--- src/rtl/decode_length_ctrl.sv ---
// decode_length_ctrl: walks prefixes, opcode, ModRM/SIB/disp and immediate of one x86 instruction and emits its length
// Optional: define DECODE_LEN_PERF_EN to add handshake and stall performance counters.
module decode_length_ctrl #(
    parameter int MAX_PREFIX = 4,
    parameter int MAX_LEN    = 15
) (
    input  logic         clk,
    input  logic         reset,
    input  logic         win_valid,
    output logic         win_ready,
    input  logic [127:0] win_data,
    output logic [7:0]   map_op0,
    output logic [7:0]   map_op1,
    input  logic         map_opsize,
    input  logic         map_modrm,
    input  logic         map_imm1,
    input  logic         map_imm0,
    input  logic         map_f16,
    output logic         ins_valid,
    input  logic         ins_ready,
    output logic [3:0]   ins_len,
    output logic [2:0]   ins_prefix_cnt,
    output logic         ins_opsize_pfx,
    output logic         ins_two_byte,
    output logic         ins_opsize,
    output logic [3:0]   ins_modrm_pos,
    output logic [3:0]   ins_imm_pos,
    output logic [2:0]   ins_imm_len,
    output logic         ins_fault
`ifdef DECODE_LEN_PERF_EN
    ,
    output logic [31:0]  perf_ins_cnt,
    output logic [31:0]  perf_stall_cnt
`endif
);
    typedef enum logic [2:0] {IDLE, PFX, OPC, MRM, LEN, OUT} state_t;

    function automatic logic [7:0] byte_at(input logic [127:0] w, input logic [4:0] i);
        return i[4] ? 8'h00 : w[{i[3:0], 3'b000} +: 8];
    endfunction

    function automatic logic is_prefix(input logic [7:0] b);
        return b inside {8'h66, 8'h67, 8'hF0, 8'hF2, 8'hF3, 8'h2E, 8'h36, 8'h3E, 8'h26, 8'h64, 8'h65};
    endfunction

    state_t       state_q, state_d;
    logic [127:0] win_q, win_d;
    logic [3:0]   ptr_q, ptr_d;
    logic [2:0]   cnt_q, cnt_d;
    logic         opsize_pfx_q, opsize_pfx_d;
    logic         two_byte_q, two_byte_d;
    logic         opsize_q, opsize_d;
    logic         modrm_q, modrm_d;
    logic         sib_q, sib_d;
    logic [2:0]   disp_q, disp_d;
    logic [2:0]   imm_len_q, imm_len_d;
    logic [3:0]   modrm_pos_q, modrm_pos_d;
    logic [3:0]   len_q, len_d;
    logic [3:0]   imm_pos_q, imm_pos_d;
    logic         fault_q, fault_d;

    logic [7:0] cur_b, nxt_b;
    logic       is_0f;
    logic [4:0] mrm_idx, sib_idx;
    logic [1:0] mrm_mod;
    logic [2:0] mrm_rm, sib_base;
    logic       has_sib;
    logic [2:0] imm_sz;
    logic [4:0] raw_len, eff_len, imm_diff;
    logic       over;

    assign cur_b    = byte_at(win_q, {1'b0, ptr_q});
    assign nxt_b    = byte_at(win_q, {1'b0, ptr_q} + 5'd1);
    assign is_0f    = cur_b == 8'h0F;
    assign mrm_idx  = {1'b0, modrm_pos_q};
    assign sib_idx  = mrm_idx + 5'd1;
    assign mrm_mod  = mrm_idx[4] ? 2'b00 : win_q[{mrm_idx[3:0], 3'd6} +: 2];
    assign mrm_rm   = mrm_idx[4] ? 3'b000 : win_q[{mrm_idx[3:0], 3'd0} +: 3];
    assign sib_base = sib_idx[4] ? 3'b000 : win_q[{sib_idx[3:0], 3'd0} +: 3];
    assign has_sib  = mrm_rm == 3'b100 && mrm_mod != 2'b11;
    assign imm_sz   = map_f16 ? 3'd2 :
                      {map_imm1, map_imm0} == 2'b00 ? 3'd0 :
                      {map_imm1, map_imm0} == 2'b01 ? 3'd1 :
                      {map_imm1, map_imm0} == 2'b10 ? 3'd2 :
                      opsize_pfx_q ? 3'd2 : 3'd4;
    assign raw_len  = {2'b00, cnt_q} + (two_byte_q ? 5'd2 : 5'd1) + {4'b0, modrm_q} +
                      {4'b0, sib_q} + {2'b00, disp_q} + {2'b00, imm_len_q};
    assign eff_len  = fault_q ? {1'b0, ptr_q} : raw_len;
    assign over     = eff_len > 5'(MAX_LEN);
    assign imm_diff = eff_len - {2'b00, imm_len_q};

    // next-state and field updates for the length walk
    always_comb begin
        state_d      = state_q;
        win_d        = win_q;
        ptr_d        = ptr_q;
        cnt_d        = cnt_q;
        opsize_pfx_d = opsize_pfx_q;
        two_byte_d   = two_byte_q;
        opsize_d     = opsize_q;
        modrm_d      = modrm_q;
        sib_d        = sib_q;
        disp_d       = disp_q;
        imm_len_d    = imm_len_q;
        modrm_pos_d  = modrm_pos_q;
        len_d        = len_q;
        imm_pos_d    = imm_pos_q;
        fault_d      = fault_q;
        map_op0      = 8'h00;
        map_op1      = 8'h00;
        case (state_q)
            IDLE: if (win_valid) begin
                state_d      = PFX;
                win_d        = win_data;
                ptr_d        = '0;
                cnt_d        = '0;
                opsize_pfx_d = 1'b0;
                two_byte_d   = 1'b0;
                opsize_d     = 1'b0;
                modrm_d      = 1'b0;
                sib_d        = 1'b0;
                disp_d       = '0;
                imm_len_d    = '0;
                modrm_pos_d  = '0;
                len_d        = '0;
                imm_pos_d    = '0;
                fault_d      = 1'b0;
            end
            PFX: if (!is_prefix(cur_b)) begin
                state_d = OPC;
            end else if (cnt_q == 3'(MAX_PREFIX)) begin
                fault_d = 1'b1;
                state_d = LEN;
            end else begin
                cnt_d        = cnt_q + 3'd1;
                ptr_d        = ptr_q + 4'd1;
                opsize_pfx_d = opsize_pfx_q | (cur_b == 8'h66);
            end
            OPC: begin
                map_op0     = cur_b;
                map_op1     = nxt_b;
                two_byte_d  = is_0f;
                opsize_d    = map_opsize;
                modrm_d     = map_modrm;
                imm_len_d   = imm_sz;
                modrm_pos_d = map_modrm ? ptr_q + (is_0f ? 4'd2 : 4'd1) : 4'd0;
                state_d     = map_modrm ? MRM : LEN;
            end
            MRM: begin
                sib_d   = has_sib;
                disp_d  = mrm_mod == 2'b01 ? 3'd1 :
                          mrm_mod == 2'b10 ? 3'd4 :
                          mrm_mod == 2'b00 && mrm_rm == 3'b101 ? 3'd4 :
                          mrm_mod == 2'b00 && has_sib && sib_base == 3'b101 ? 3'd4 : 3'd0;
                state_d = LEN;
            end
            LEN: begin
                len_d     = over ? 4'(MAX_LEN) : eff_len[3:0];
                fault_d   = fault_q | over;
                imm_pos_d = imm_diff[4] ? 4'hF : imm_diff[3:0];
                state_d   = OUT;
            end
            OUT: if (ins_ready) state_d = IDLE;
            default: state_d = IDLE;
        endcase
    end

    // state and descriptor registers; reset discards any latched window
    always_ff @(posedge clk or posedge reset) begin
        if (reset) begin
            state_q      <= IDLE;
            win_q        <= '0;
            ptr_q        <= '0;
            cnt_q        <= '0;
            opsize_pfx_q <= 1'b0;
            two_byte_q   <= 1'b0;
            opsize_q     <= 1'b0;
            modrm_q      <= 1'b0;
            sib_q        <= 1'b0;
            disp_q       <= '0;
            imm_len_q    <= '0;
            modrm_pos_q  <= '0;
            len_q        <= '0;
            imm_pos_q    <= '0;
            fault_q      <= 1'b0;
        end else begin
            state_q      <= state_d;
            win_q        <= win_d;
            ptr_q        <= ptr_d;
            cnt_q        <= cnt_d;
            opsize_pfx_q <= opsize_pfx_d;
            two_byte_q   <= two_byte_d;
            opsize_q     <= opsize_d;
            modrm_q      <= modrm_d;
            sib_q        <= sib_d;
            disp_q       <= disp_d;
            imm_len_q    <= imm_len_d;
            modrm_pos_q  <= modrm_pos_d;
            len_q        <= len_d;
            imm_pos_q    <= imm_pos_d;
            fault_q      <= fault_d;
        end
    end

    assign win_ready      = state_q == IDLE && !reset;
    assign ins_valid      = state_q == OUT;
    assign ins_len        = len_q;
    assign ins_prefix_cnt = cnt_q;
    assign ins_opsize_pfx = opsize_pfx_q;
    assign ins_two_byte   = two_byte_q;
    assign ins_opsize     = opsize_q;
    assign ins_modrm_pos  = modrm_pos_q;
    assign ins_imm_pos    = imm_pos_q;
    assign ins_imm_len    = imm_len_q;
    assign ins_fault      = fault_q;

`ifdef DECODE_LEN_PERF_EN
    logic [31:0] perf_ins_cnt_q, perf_ins_cnt_d, perf_stall_cnt_q, perf_stall_cnt_d;

    // count descriptor handshakes and cycles stalled waiting for decode
    always_comb begin
        perf_ins_cnt_d   = perf_ins_cnt_q + ((state_q == OUT && ins_ready) ? 32'd1 : 32'd0);
        perf_stall_cnt_d = perf_stall_cnt_q + ((state_q == OUT && !ins_ready) ? 32'd1 : 32'd0);
    end

    // performance counter registers
    always_ff @(posedge clk or posedge reset) begin
        if (reset) begin
            perf_ins_cnt_q   <= '0;
            perf_stall_cnt_q <= '0;
        end else begin
            perf_ins_cnt_q   <= perf_ins_cnt_d;
            perf_stall_cnt_q <= perf_stall_cnt_d;
        end
    end

    assign perf_ins_cnt   = perf_ins_cnt_q;
    assign perf_stall_cnt = perf_stall_cnt_q;
`endif
endmodule

--- config.mk ---
export PLATFORM = sky130hd
export DESIGN_NAME = decode_length_ctrl
export DESIGN_NICKNAME = d
export VERILOG_FILES = /design/src/rtl/decode_length_ctrl.sv
export SDC_FILE = /design/constraint.sdc
export NUM_CORES = 1
export LEC_CHECK = 0
export CAP_MARGIN = 20
export CORE_UTILIZATION = 35
export CTS_CLUSTER_DIAMETER = 80
export DETAILED_ROUTE_END_ITERATION = 8
export PLACE_DENSITY = 0.69
export SLEW_MARGIN = 20
export SYNTH_ARGS = -nofsm -noshare
export SYNTH_HDL_FRONTEND = slang
export SYNTH_SLANG_ARGS = --single-unit
--- constraint.sdc ---
create_clock -name clk -period 6.2 [get_ports clk]
set_clock_uncertainty 0.15 [all_clocks]
set_input_delay 1.86 -clock clk [delete_from_list [all_inputs] [get_ports clk]]
set_output_delay 1.86 -clock clk [all_outputs]
set_load 0.02 [all_outputs]
### Word-level counts from Yosys, hierarchy flattened

Index checks and enable logic that the tools add are counted.

* bits in registers: 162
* input bits: 137
* output and inout bits: 40
* logic and storage cells: 137

* add/sub/neg operators: 11
* magnitude comparators: 1
* eq/ne operators: 32
* shift operators: 5
* mux-type cells: 49
* bitwise gates (word level): 2
* reduce and logical (&&, ||, !) cells: 22

Operators with widths (count)
* $shiftx A128 B8 Y3: 2
* $shiftx A128 B8 Y8: 2
* $shiftx A128 B8 Y2: 1
* $mux W3: 18
* $eq A8 B6 Y1 const B: 4
* $eq A8 B7 Y1 const B: 4
* $pmux W4 S2: 4
* $eq A8 B8 Y1 const B: 3
* $mux W4: 6
* $mux W8: 3
* $eq A3 B3 Y1 const B: 6
* $pmux W3 S2: 3
* $pmux W3 S6: 1
* $reduce_bool A11 Y1: 1
* $add A4 B1 Y5 const B: 2
* $add A5 B3 Y5: 2
* $ne A2 B2 Y1 const B: 5
* $pmux W1 S2: 5
* $eq A8 B4 Y1 const B: 1
* $reduce_and A2 Y1: 4
* $reduce_and A4 Y1: 2
* $reduce_bool A2 Y1: 4
* $eq A3 B2 Y1 const B: 2
* $add A4 B1 Y5: 1
* 23 further kinds: 36

### Logic depth before layout (Yosys ltp)

* depth after elaboration: 10
* depth in mapped cells: 14
* depth with buffers taken out: 14

### Worst setup path before layout

OpenSTA, ideal clock, no wires.

* path kind: register -> output
* start: register ptr_q[1]
* end: output map_op1[6]
* data arrival time: 3.054 ns
* required time: 4.190 ns
* path slack: 1.136 ns
* cell stages (with the launch flop): 10
* buffers on the path: 5
* cell sequence: dfrtp_1 -> buf_2 -> buf_1 -> buf_2 -> nand3_1 -> xor2_1 -> clkbuf_1 -> clkbuf_1 -> mux2i_1 -> a211oi_1

* cells in the longest elaborated chain, start to end: 4

RTL lines
* from (decl): line 48 `logic [3:0] ptr_q, ptr_d;`
* from (signal assigned): line 189 `ptr_q <= ptr_d;`
* $add A4 B1 Y5 (*): line 73 `assign nxt_b = byte_at(win_q, {1'b0, ptr_q} + 5'd1);`
* $shiftx A128 B8 Y8: line 39 `return i[4] ? 8'h00 : w[{i[3:0], 3'b000} +: 8];`
* $mux W8 (*): line 39
* $mux W8 (*): line 111 `case (state_q)`
* to (decl): line 13 `output logic [7:0] map_op1,`

Mark *: on every way between the ends. The rest lies on a longest branch, timed or not.

### Worst setup path after layout

* start: register ptr_q[0]
* end: output map_op0[2]

* cells in the longest elaborated chain, start to end: 2

RTL lines
* $shiftx A128 B8 Y8: line 39
* $mux W8: line 111
* to (decl): line 12 `output logic [7:0] map_op0,`

Every way passes these cells.

==> flow_summary.json <==
{
  "status": "completed",
  "critPathBufInv": 2,
  "clockRootBuffer": "clkbuf_16",
  "design.die.area_mm2": 0.0291,
  "synth_edf_count": 0,
  "crit_chain": "buf_4 > mux4_1 > a22o_1 > nor2_1 > nor2_1 > clkdlybuf4s50_1",
  "period_needed_ns": 5.84,
  "synth_cells": 1035,
  "grt_start_max_net_pins": 97,
  "post_cts_buffers": 0,
  "r2r_setup_slack_ns": 1.70,
  "initial_core_util_pct": 35.8,
  "antenna_found_initial": 0,
  "hpwl_mm": 23.2,
  "nets": 1333,
  "antenna_cells": 0,
  "max-vdd-ir-drop_mv": 0.275,
  "grt_pass1_wl_mm": 48.0,
  "syn2layout_area_growth_pct": 26.6,
  "final-setup-viol-count": 0,
  "ff2ff_path_depth": 9,
  "cts_buffers": 17,
  "syn_avg_cell_area_um2": 9.62,
  "post_synth_main_area_contributors": "dfrtp_1 40%, nand2_1 15%, mux4_2 14%",
  "wl_mm": 31.1,
  "cts_hold_buf": 0,
  "cap_violations": 0,
  "drc": 0,
  "grt_pass1_vias": 8296,
  "ant_nets": 0,
  "track_usage_pct": 22.2,
  "worstHoldEndpoint": "ins_opsize",
  "r2r-start": "ptr_q[0]",
  "fp-row-count": 61,
  "clk_pin_slew_ns": 0.06,
  "placed_cells": 1533,
  "place_ws_ns": 0.837,
  "first_pass_iters": 7,
  "ys_seq_elements": 161,
  "clock_sinks": 161,
  "finalNonFillerCells": 1565,
  "crit_top_cell": "nor2_1",
  "hold_ws_ns": 0.351,
  "syn-num-nets": 1194,
  "startpoint_type": "register",
  "vias": 8593,
  "synth_common_cells": "406 x nand2_1, 161 x dfrtp_1, 61 x mux4_2, 53 x clkbuf_1, 38 x o21ai_0",
  "htree_num_levels": 4,
  "rsz0062_at_grt": "false",
  "drt-wirelength-per-cell_um": 19.8,
  "fin_ws_ns": 0.363,
  "finalCritPeriodShare_pct": 94.1,
  "worstReg2RegEnd": "ptr_q[0]",
  "multiInputGateArea_mm2": 0.00553,
  "crit_arrival_ns": 3.83,
  "clock_path_buffers": 2,
  "ys_seq_area_share_pct": 40.5,
  "slew_violations": 0,
  "slew_headroom_pct": 31.0,
  "synth-async-reset-ratio_pct": 100,
  "port_buffers": 176,
  "min_path_cells": 2,
  "cts_resized": 0,
  "critPathKind": "reg -> out",
  "cts_tree": "yes",
  "core_mm2": 0.0279,
  "yosys_warnings": 0,
  "cpPeakStageDelay_ns": 0.75,
  "drive_above_1_share_pct": 10.7,
  "place_congestion": 0.980,
  "overflow": 0,
  "insertion_delay_ns": 0.44,
  "clock.fmax_mhz": 171,
  "nFillCells": 2606,
  "cellPowerDensity_mw_per_mm2": 507,
  "worstPathMaxFanout": 48,
  "min_path_type": "reg -> reg",
  "syn_area_mm2": 0.00996,
  "yosysTopAreaCellShare_pct": 40.5,
  "end_kind": "output port",
  "dieWidth_um": 171,
  "timing_hold_violations_final": 0,
  "worst_pin_slew_ns": 1.03,
  "synth.largest_area_cell": "dfrtp_1",
  "startpoint": "ptr_q[0]",
  "critPathRequiredTime_ns": 4.19,
  "power_leakage_nw": 5.59,
  "cp_top_family": "buffers and inverters",
  "num_io_pins": 177,
  "synthFlopType": "dfrtp_1",
  "cpMaxStageDelayCell": "dfrtp_2",
  "synth_cell_types": 61,
  "yosysMostFrequentCell": "nand2_1",
  "regArea_mm2": 0.00403,
  "dieHeight_um": 171,
  "drt_iter0_markers": 953,
  "routed_via_density": 5.49,
  "fin_setup_tns_ns": 0,
  "hp-start": "ins_opsize"
}
==> power by group <==
| part | leakage, nW | switching [W] | internal (W) |
|---|---|---|---|
| Sequential | 2.04 | 0.000702 | 0.00151 |
| Combinational | 3.26 | 0.00156 | 0.00158 |
| Clock | 0.290 | 0.000457 | 0.000593 |
| Total | 5.59 | 0.00271 | 0.00368 |
==> tightest hold or removal path, cell delays in order (launching register included) <==
cell	delay [ns]
dfrtp_1	0.34
nand3_1	0.06
nand2_1	0.06
==> area by class of cell <==
| cell class | count | area share [%] |
|---|---|---|
| multi-input combinational | 779 | 43.9 |
| sequential | 161 | 32.0 |
| timing repair buffer | 190 | 15.0 |
| tap | 378 | 3.75 |
| clock buffer | 20 | 3.70 |
| clock inverter | 12 | 0.952 |
| inverter | 25 | 0.774 |
==> worst max-delay path by stage <==
stage / to / slack [ns] / cells after the start
2_1_floorplan: map_op1[6] / 1.14 / 9
3_3_place_gp: map_op1[3] / 0.85 / 6
3_5_place_dp: map_op0[5] / 0.84 / 5
4_1_cts: map_op1[3] / 0.34 / 6
5_1_grt: map_op1[3] / 0.16 / 6
6_report: map_op0[2] / 0.36 / 6
==> cell usage in the layout (no fill, tap or decap), types with 5 or more instances in the layout <==
master,netlist,final
nand2b_1,7,7
nand3b_1,15,15
mux4_2,61,61
nand2_1,406,405
a21oi_1,21,21
and2_1,6,5
nor2b_1,13,13
clkbuf_16,0,17
nand4b_1,6,6
nor3_1,5,5
ha_1,15,14
inv_1,25,24
a211oi_1,17,17
buf_4,0,12
dfrtp_1,161,160
o21ai_0,38,38
nor3b_1,7,7
fa_1,7,7
mux4_1,15,15
clkdlybuf4s50_1,0,176
xnor2_1,10,10
nand3_1,18,18
mux2i_1,22,22
a31oi_1,8,8
nor2_1,18,18
==> state kept, by name, summed over array words and instances (netlist names) <==
| register | cells |
|---|---|
| ins_len | 4 |
| ins_prefix_cnt | 3 |
| ins_two_byte | 1 |
| disp_q | 2 |
| ins_fault | 1 |
| state_q | 3 |
| win_q | 128 |
| ins_modrm_pos | 4 |
| ins_imm_pos | 4 |
| ptr_q | 4 |
| sib_q | 1 |
| ins_opsize_pfx | 1 |
| modrm_q | 1 |
| ins_opsize | 1 |
| ins_imm_len | 3 |
==> metrics by stage <==
stage	power, W	area [um^2]	utilization (%)
final	0.00640	12600	45.3
after global routing	0.00681	12600	45.3
after detailed placement	0.00530	12000	43.2
after CTS	0.00638	12600	45.3
after global placement	0.00520	12000	43.2
after floorplan	0.00430	9960	-
==> cell families (layout without fill, tap and decap cells) <==
family	count (synthesis)	count (layout)	share of synthesized area, %
mux	102	102	20.4
compound gates	122	122	8.12
flops	161	161	40.5
buf+inv	95	247	4.18
simple gates	521	521	22.5
fa+ha+maj	22	22	3.29
xor+xnor	12	12	1.06
==> metal layers <==
layer	global-route usage, %	routed length, um
met5	0	0
met3	6.15	3130
met4	6.74	662
met1	30.3	13000
met2	34.1	14300
(Power assumes the default switching activity.)
==> RTL edit (same flow settings) <==
Take the reset off `imm_pos_q` and load it in a clocked block of its own.
--- a/src/rtl/decode_length_ctrl.sv
+++ b/src/rtl/decode_length_ctrl.sv
@@ -181,7 +181,6 @@
             imm_len_q    <= '0;
             modrm_pos_q  <= '0;
             len_q        <= '0;
-            imm_pos_q    <= '0;
             fault_q      <= 1'b0;
         end else begin
             state_q      <= state_d;
@@ -197,9 +196,12 @@
             imm_len_q    <= imm_len_d;
             modrm_pos_q  <= modrm_pos_d;
             len_q        <= len_d;
-            imm_pos_q    <= imm_pos_d;
             fault_q      <= fault_d;
         end
+    end
+
+    always_ff @(posedge clk) begin
+        imm_pos_q <= imm_pos_d;
     end
 
     assign win_ready      = state_q == IDLE && !reset;
Formal check against the unedited RTL: not equivalent (a bounded check fails within 10 cycles, from zero or initial values and one cycle with reset high; the reset may be asserted at any time).
==> RTL edit against the unedited design <==
Worst hold slack gained 0.0066 ns. Area after synthesis is essentially flat. Design area shrank 0.22%. Via count is essentially flat. Largest power group unchanged. Maximum frequency grew 1.3%. Sequential cell count is the same. Power grew 0.56%. Routed wire length shrank 2.2%. Setup slack gained 0.075 ns. First-iteration DRC count shrank 14%.
==> RTL edit: results (changes against the unedited design) <==
[synthesis]
synth_cell_type_count = 69  ; +13%
synth_nets = 1213  ; +1.6%
yosys-top-cells-area = dfrtp_1 39%, mux4_2 16%, nand2_1 16%
netlist_top_cells_count = 423 x nand2_1, 157 x dfrtp_1, 72 x mux4_2
synth_edf_count = 4  ; +4
synth-seq-area-share = 0.4067  ; +0.002214
async_flop_share = 0.9752  ; -0.02484

[routing]
dr.pass1.iters = 5  ; -2
wl_per_cell_um = 19.25  ; -3.0%
num_vias = 8595  ; +0.023%
drtIter0Drc = 824  ; -14%

[worst_setup_path]
r2r-end = ins_modrm_pos[2]
crit_arrival_ns = 3.75  ; -0.08 ns
ff2ff_path_depth = 11  ; +2
cp_max_fo = 20  ; -58%
regToRegSetupSlack_ns = 1.64  ; -0.06 ns

[clock_network]
clk_pin_slew_ns = 0.06  ; about the same
cts_buffers = 17  ; unchanged
cts_setup_buffers = 0  ; unchanged
h-tree-depth = 4  ; unchanged
clk_path_buf_depth = 2  ; unchanged

[worst_hold_path]
holdPathStages = 2  ; unchanged
hp-start = modrm_q
hp-class = reg2reg
min_to = modrm_q

[placed_design]
place.gp.congestion = 0.9640  ; -1.6%
io_buffer_count = 176  ; unchanged
post-dp-hpwl_um = 22510  ; -2.8%

[grt]
use_met3 = 0.04881  ; -0.01272
antenna_found_initial = 0  ; unchanged
met2_usage = 0.3283  ; -0.01295
met1_usage = 0.2948  ; -0.008122
grt_start_max_net_pins = 158  ; +63%
grt_pass1_vias = 8340  ; +0.53%
grt_first_pass_wirelength_um = 47080  ; -2.0%
grt_use_total = 0.2153  ; -0.006354

[power_and_ir_drop]
switchingPower_mw = 2.792  ; +2.9%
vdd_drop_max_mv = 0.2284  ; -17%
p_leak_nw = 5.510  ; -1.4%

[cells_and_area]
drive_above_1_share = 0.1101  ; +0.003099
largest-register = win_q
layout.nets = 1346  ; +0.98%

[status]
status = completed

[timing]
slew_headroom = 0.2769  ; -0.03311

RTL edit: cell types whose count changed after synthesis, moves of 5 or more:
| cell | unedited run | this run |
|---|---|---|
| nand2_1 | 406 | 423 |
| mux4_2 | 61 | 72 |
| nor2_1 | 18 | 24 |
| mux4_1 | 15 | 0 |
| nor2b_1 | 13 | 23 |
| o21ai_0 | 38 | 13 |
| o31ai_1 | 2 | 7 |
| a221oi_1 | 3 | 8 |
| a21oi_1 | 21 | 26 |
| nand3b_1 | 15 | 4 |
RTL edit: area by class of cell:
| type | instances | area [um2] |
|---|---|---|
| sequential | 161 | 4053 |
| tap | 378 | 473.0 |
| inverter | 27 | 105.1 |
| clock buffer | 17 | 425.4 |
| multi-input combinational | 792 | 5509 |
| timing repair buffer | 188 | 1864 |
| fill | 2621 | 15270 |
| clock inverter | 14 | 156.4 |
RTL edit: power by group through the flow:
stage               sequential, mW  combinational [mW]  clock [mW]
floorplan                     1.88                2.40           0
global placement              2.14                3.09           0
detailed placement            2.17                3.17           0
CTS                           2.15                3.19        1.08
global route                  2.22                3.52        1.12
finish                        2.18                3.19        1.06
RTL edit: cells by family after synthesis:
kind of cell / Yosys count / share of synthesized area
buf+inv: 101 / 0.04273
fa+ha+maj: 22 / 0.03293
xor+xnor: 10 / 0.008799
flops: 161 / 0.4067
compound gates: 126 / 0.09314
mux: 100 / 0.1913
simple gates: 534 / 0.2244
RTL edit: how the worst max path moves through the flow:
stage	endpoint	slack, ns
2_1_floorplan	map_op1[3]	1.52
3_3_place_gp	map_op1[0]	0.92
3_5_place_dp	map_op1[0]	0.92
4_1_cts	map_op1[0]	0.43
5_1_grt	map_op1[0]	0.25
6_report	map_op1[0]	0.44
RTL edit: stage by stage:
| step | util | setup slack, ns | hold WS [ns] | area, um2 | cells |
|---|---|---|---|---|---|
| after global routing | 0.4518 | 0.2496 | 0.3872 | 12590 | 1577 |
| after detailed placement | 0.4306 | 0.9203 | 0.3414 | 12000 | 1546 |
| final | 0.4518 | 0.4380 | 0.3578 | 12590 | 1577 |
| after floorplan | - | 1.517 | 0.3072 | 9958 | 1054 |
| after global placement | 0.4306 | 0.9188 | 0.3301 | 12000 | 1546 |
| after CTS | 0.4515 | 0.4332 | 0.3592 | 12580 | 1577 |
RTL edit: routing by layer:
metal  wire length [um]  share of wire
met3               2774          0.091
met4               1083          0.036
met5                  0              0
met2              13740           0.45
met1              12770           0.42
RTL edit: worst max-delay path: stages, from the launching register on:
cell	delay, ns
dfrtp_4	0.58
ha_2	0.79
buf_4	0.33
mux4_2	0.24
mux2i_1	0.08
a211oi_1	0.57
clkdlybuf4s50_1	0.72
